File: src/rtl/boron_addkey_sbox_stage.sv
// Boron round stage: round-key XOR followed by 16 parallel 4-bit S-boxes,
// registered onto a valid/ready stream with an optional 2-entry skid buffer.

module boron_sbox4 (
   input  logic [3:0] x,
   output logic [3:0] y
);
   always_comb begin
      y = 4'h0;
      case (x)
         4'h0: y = 4'hE;
         4'h1: y = 4'h4;
         4'h2: y = 4'hB;
         4'h3: y = 4'h1;
         4'h4: y = 4'h7;
         4'h5: y = 4'h9;
         4'h6: y = 4'hC;
         4'h7: y = 4'hA;
         4'h8: y = 4'hD;
         4'h9: y = 4'h2;
         4'hA: y = 4'h0;
         4'hB: y = 4'hF;
         4'hC: y = 4'h8;
         4'hD: y = 4'h5;
         4'hE: y = 4'h3;
         default: y = 4'h6;
      endcase
   end
endmodule

module boron_addkey_sbox_stage #(
   parameter int SKID    = 1,
   parameter int ROUND_W = 5
) (
   input  logic               clk,
   input  logic               rst,
   input  logic               in_valid,
   output logic               in_ready,
   input  logic [63:0]        in_state,
   input  logic [63:0]        in_rkey,
   input  logic [ROUND_W-1:0] in_round,
   output logic               out_valid,
   input  logic               out_ready,
   output logic [63:0]        out_state,
   output logic [ROUND_W-1:0] out_round,
   output logic [15:0]        beat_count
);
   logic [63:0]        mixed;
   logic [63:0]        subbed;
   logic               accept;
   logic               xfer;
   logic               valid_r;
   logic               ready_r;
   logic [63:0]        data_r;
   logic [ROUND_W-1:0] round_r;
   logic [15:0]        count_r;

   assign mixed = in_state ^ in_rkey;

   for (genvar i = 0; i < 16; i++) begin : g_sbox
      boron_sbox4 u_sbox (.x(mixed[4*i +: 4]), .y(subbed[4*i +: 4]));
   end

   assign accept     = in_valid & in_ready;
   assign xfer       = valid_r & out_ready;
   assign in_ready   = ready_r;
   assign out_valid  = valid_r;
   assign out_state  = data_r;
   assign out_round  = round_r;
   assign beat_count = count_r;

   always_ff @(posedge clk) begin
      if (rst) count_r <= 16'h0000;
      else if (xfer) count_r <= count_r + 16'h0001;
   end

   if (SKID != 0) begin : g_skid
      typedef enum logic [1:0] {EMPTY, ONE, TWO} skid_state_t;
      skid_state_t        state, state_nxt;
      logic [63:0]        skid_data;
      logic [ROUND_W-1:0] skid_round;

      always_comb begin
         state_nxt = state;
         case (state)
            EMPTY:   if (accept) state_nxt = ONE;
            ONE: begin
               if (accept && !xfer) state_nxt = TWO;
               else if (!accept && xfer) state_nxt = EMPTY;
            end
            TWO:     if (xfer) state_nxt = ONE;
            default: state_nxt = EMPTY;
         endcase
      end

      // in_ready is taken from the next state so it never depends on out_ready combinationally
      always_ff @(posedge clk) begin
         if (rst) begin
            state   <= EMPTY;
            ready_r <= 1'b0;
         end else begin
            state   <= state_nxt;
            ready_r <= (state_nxt != TWO);
         end
      end

      always_ff @(posedge clk) begin
         if (rst) begin
            data_r     <= '0;
            round_r    <= '0;
            skid_data  <= '0;
            skid_round <= '0;
         end else begin
            case (state)
               EMPTY: if (accept) begin
                  data_r  <= subbed;
                  round_r <= in_round;
               end
               ONE: if (accept) begin
                  if (xfer) begin
                     data_r  <= subbed;
                     round_r <= in_round;
                  end else begin
                     skid_data  <= subbed;
                     skid_round <= in_round;
                  end
               end
               TWO: if (xfer) begin
                  data_r  <= skid_data;
                  round_r <= skid_round;
               end
               default: ;
            endcase
         end
      end

      assign valid_r = (state != EMPTY);
   end else begin : g_single
      logic valid_q;
      logic live;

      // live holds in_ready low through the reset cycle and the edge that releases it
      always_ff @(posedge clk) begin
         if (rst) begin
            valid_q <= 1'b0;
            live    <= 1'b0;
            data_r  <= '0;
            round_r <= '0;
         end else begin
            live <= 1'b1;
            if (accept) begin
               valid_q <= 1'b1;
               data_r  <= subbed;
               round_r <= in_round;
            end else if (xfer) begin
               valid_q <= 1'b0;
            end
         end
      end

      assign valid_r = valid_q;
      assign ready_r = live & (~valid_q | out_ready);
   end
endmodule

File: config.mk
export PLATFORM = sky130hd
export DESIGN_NAME = boron_addkey_sbox_stage
export DESIGN_NICKNAME = d
export VERILOG_FILES = /design/src/rtl/boron_addkey_sbox_stage.sv
export SDC_FILE = /design/constraint.sdc
export NUM_CORES = 1
export LEC_CHECK = 0
export BUFFER_PORTS_ARGS = -buffer_cell sky130_fd_sc_hd__buf_4
export CAP_MARGIN = 10
export CELL_PAD_IN_SITES_DETAIL_PLACEMENT = 0
export CELL_PAD_IN_SITES_GLOBAL_PLACEMENT = 1
export CORE_MARGIN = 3
export CORE_UTILIZATION = 35
export DETAILED_ROUTE_END_ITERATION = 12
export PLACE_DENSITY = 0.69
export SYNTH_ARGS = -nofsm -noshare
export SYNTH_HDL_FRONTEND = slang
export SYNTH_SLANG_ARGS = --single-unit
File: constraint.sdc
create_clock -name clk -period 2.1 [get_ports clk]
set_clock_uncertainty 0.15 [all_clocks]
set_input_delay 0.63 -clock clk [delete_from_list [all_inputs] [get_ports clk]]
set_output_delay 0.63 -clock clk [all_outputs]
set_load 0.1 [all_outputs]
==> results.md <==
Synth:
- The area share of the largest cell type after synthesis is about a third.
- The predominant post-synthesis flop cell is sky130_fd_sc_hd__dfxtp_1.
- After synthesis, the netlist uses 43 different library cells.
- When the netlist entered floorplanning its net count stood at approximately 1100.
- By area the synthesized netlist is led by sky130_fd_sc_hd__dfxtp_1 34%, sky130_fd_sc_hd__mux2i_1 7.7%, sky130_fd_sc_hd__xnor2_1 7.0%.
- In this run, synthesis produced a sequential element count of 157.
- The post-synthesis instance total is approximately 940.
- Of the synthesized area, sequential elements account for 34.0%.
- The mean instance size in the synthesized netlist is about 9.8 sq um.
- The proportion of synthesized flip-flops having asynchronous set or reset is 0%.
- The synthesized design contains 0 enable-type register cells.
- The number of warnings issued by yosys is 0.
- The synthesized area is 0.00925 sq mm.
- The cell type with the highest aggregate area in the netlist is sky130_fd_sc_hd__dfxtp_1.

Critical path:
- The biggest fanout along the worst timing path is 6.
- The cell with the largest stage delay on the worst path is sky130_fd_sc_hd__dfxtp_4.
- The largest stage delay on the critical path is ~360 ps.
- STA classifies the critical path endpoint as a primary output.
- The setup path with the least slack is of type flip-flop to primary output.
- STA puts the critical path data arrival time at 1220 ps.
- STA classifies the critical path startpoint as a flip-flop.
- The critical path goes through or2_4 > buf_12.
- The number of buffers and inverters on the critical path is 1.
- Grouping stages by cell kind, the critical path spends the most delay in flip-flops.
- In this run the register-to-register setup slack is about 150 ps.
- The required time of the worst setup path is around 1300 ps.

Finish:
- For this run, the number of standard cells in the final layout without fillers is 1578.
- The area growth from synthesis to layout is 43.6%.
- In the layout the commonest cells are 335 x sky130_fd_sc_hd__buf_4, 142 x sky130_fd_sc_hd__dfxtp_1, 71 x sky130_fd_sc_hd__nor2_1, 71 x sky130_fd_sc_hd__mux2i_1, 56 x sky130_fd_sc_hd__nand3b_1.
- The library cell used most frequently in the layout, excluding fill and tap cells, is sky130_fd_sc_hd__buf_4.
- In the final layout, the share of cells above drive strength 1 is 43.3%.
- The number of diodes added for antenna fixing is 0.
- The total number of nets in the final design is around 1400.

Clock tree:
- The clock root buffer is sky130_fd_sc_hd__clkbuf_16.
- After clock tree synthesis, the clock-pin slew on the worst setup and hold paths is 70 ps.
- After clock tree synthesis, the flow added hold-fix buffers numbering 0.
- TritonCTS created 17 clock buffers.
- The insertion delay to the later sink of the worst-skew pair is 420 ps.
- For this design, the sink count on the clock tree is 157.
- The deepest level of the CTS H-tree is 4.
- The longest clock path from root to sink contains 2 buffers.
- TritonCTS built the clock tree.

Place:
- Once detailed placement completed, the half-perimeter wirelength came to roughly 18000 microns.
- Input and output buffers added on the ports amount to about 220.
- Routability-driven placement finished with a final weighted congestion of 0.779.
- The placed instance count is about 1500.

Timing:
- Of the available clock period, the critical path in the final layout requires between 90% and 100%.
- The final number of max-transition violations is 0.
- Setup repair after global routing left no endpoint under its margin.
- Setup violations remaining at the end of the flow were counted as 0.
- At the pin with the least slew margin, the transition time is between 400 and 500 ps.
- The highest clock frequency the design can meet is roughly 500 MHz.
- The worst path needs 2000 ps of the cycle, external delays included.
- In the final timing run, aggregate negative setup slack is 0 ps.
- Measured against its own limit, the worst slew margin works out to 70.3%.
- The total count of hold-check failures in the final report is 0.

Floorplan:
- The number of primary I/O pins is 224.
- The standard-cell row count is between 50 and 60.
- The initial utilization of the core area, before any placement, comes to roughly 36%.
- The floorplan step set the die height to about 170 microns.
- The die boundary width is 169 microns.
- The placeable core area is between 0.02 and 0.03 sq mm.
- The die area is 0.0284 sq mm.

Power:
- Overall power consumption after layout is estimated at about 9.9 mW.
- IR analysis of the VDD net gives a maximum drop of between 0.0004 and 0.0005 V.
- For this design the static power due to leakage is 5.74 nW.
- The power per standard cell area is 743 mW/mm^2.

Global routing:
- The global-route wire length before repair is 39900 microns.
- Entering global routing, the biggest net connects 74 pins.
- Summed over all layers, the global routing overflow is 0.
- The number of global-route vias before repair is between 7000 and 8000.
- The initial antenna violation count was 0.
- The total routing usage reported by global routing is 17.1%.

Routing:
- The DRC violation count after routing is 0.
- The wire length per cell is about 16 microns.
- The iteration count of the initial detailed-routing pass is 6.
- The violation count after the first detailed-route iteration is 320.
- The final layout contains routed wiring with a total length of about 24000 microns.
- The post-detailed-route via-to-cell ratio is around 5.
- The antenna violation net count after detailed routing is 0.
- The number of vias in the routed layout is between 7000 and 8000.

Run status:
- The flow ran to the end, and the final reports show no timing, DRC or antenna violations.

Flow run:
- Max-cap violations in this run came to 0.

Min path:
- The tightest min-delay check is of the primary input to flip-flop type.
-- registers in the layout, indices dropped and copies added, names as in the netlist --
name / flops
g_skid.skid_data: 64
out_state: 64
beat_count: 16
g_skid.skid_round: 5
out_round: 5
g_skid.state: 2
in_ready: 1
-- report_power, final --
group          total, mW  switching, mW  internal [mW]
clock               3.25           1.30           1.95
combinational       3.40           2.02           1.38
sequential          3.21         0.0912           3.12
total               9.86           3.41           6.46
-- cell usage after synthesis (6+ instances only) --
cell and n:
sky130_fd_sc_hd__or3_1 20, sky130_fd_sc_hd__buf_6 7, sky130_fd_sc_hd__xor2_1 33, sky130_fd_sc_hd__ha_1 33
sky130_fd_sc_hd__mux4_2 16, sky130_fd_sc_hd__mux2i_1 71, sky130_fd_sc_hd__buf_2 15, sky130_fd_sc_hd__nand4b_1 39
sky130_fd_sc_hd__nor2_1 71, sky130_fd_sc_hd__xnor2_1 74, sky130_fd_sc_hd__inv_1 48, sky130_fd_sc_hd__nand3b_1 56
sky130_fd_sc_hd__dfxtp_1 157, sky130_fd_sc_hd__nand2_1 28, sky130_fd_sc_hd__a211oi_1 38, sky130_fd_sc_hd__clkbuf_1 46
sky130_fd_sc_hd__mux2_2 16, sky130_fd_sc_hd__o22ai_1 26, sky130_fd_sc_hd__o211a_1 9, sky130_fd_sc_hd__nor3_1 11
sky130_fd_sc_hd__o211ai_2 50, sky130_fd_sc_hd__nand2b_1 28, sky130_fd_sc_hd__o211ai_1 6
-- per-layer routing --
layer | global-route usage [%] | routed length [microns]
met1 | 23.2 | 11400
met2 | 28.5 | 11700
met3 | 2.99 | 1140
met4 | 3.84 | 207
met5 | 0 | 0
-- worst paths after layout --
kind	depth (start not counted)	start	end
min reg2reg	2	g_skid.skid_round[1]	out_round[1]
max reg2reg	7	g_skid.state[0]	out_state[39]
min	3	in_round[4]	g_skid.skid_round[4]
max	2	g_skid.state[0]	out_valid
-- kinds of logic (layout without fill, tap and decap cells) --
| logic type | after synthesis | count (layout) | share of synthesized area, % |
|---|---|---|---|
| compound gates | 149 | 149 | 14.7 |
| xor+xnor | 107 | 107 | 10.1 |
| fa+ha+maj | 33 | 33 | 4.47 |
| buf+inv | 118 | 427 | 5.60 |
| flops | 157 | 157 | 34.0 |
| mux | 103 | 103 | 13.5 |
| simple gates | 272 | 272 | 17.5 |
-- worst register-to-register path, stage by stage (launching register included) --
cell and delay, ps:
sky130_fd_sc_hd__dfxtp_4 380, sky130_fd_sc_hd__buf_4 150, sky130_fd_sc_hd__nand3b_1 190, sky130_fd_sc_hd__o31a_4 180, sky130_fd_sc_hd__buf_4 390, sky130_fd_sc_hd__buf_4 260, sky130_fd_sc_hd__nand3b_1 110, sky130_fd_sc_hd__o211ai_2 70
-- layout make-up --
cell class / count / area, sq um
Clock buffer: 21 / 460
Clock inverter: 11 / 155
Fill cell: 2366 / 12300
Inverter: 48 / 180
Multi-Input combinational cell: 664 / 6140
Sequential cell: 157 / 3170
Tap cell: 330 / 413
Timing Repair Buffer: 347 / 2760
-- through the flow --
step	cell area [sq um]	setup slack [ps]	hold WS [ps]	util, %
2_1_floorplan	9790	-24.9	305	-
3_3_place_gp	12600	-249	314	49.5
3_5_place_dp	12600	-277	317	49.5
4_1_cts	13300	76.9	285	52.0
5_1_grt	13300	19.0	292	52.0
6_report	13300	100	308	52.0
-- timing repair --
| action | in CTS | in global routing |
|---|---|---|
| resized for setup | 8 | 0 |
| setup buffers | 2 | 0 |
| setup endpoints to repair | 1 | 0 |
(Power assumes the default switching activity.)
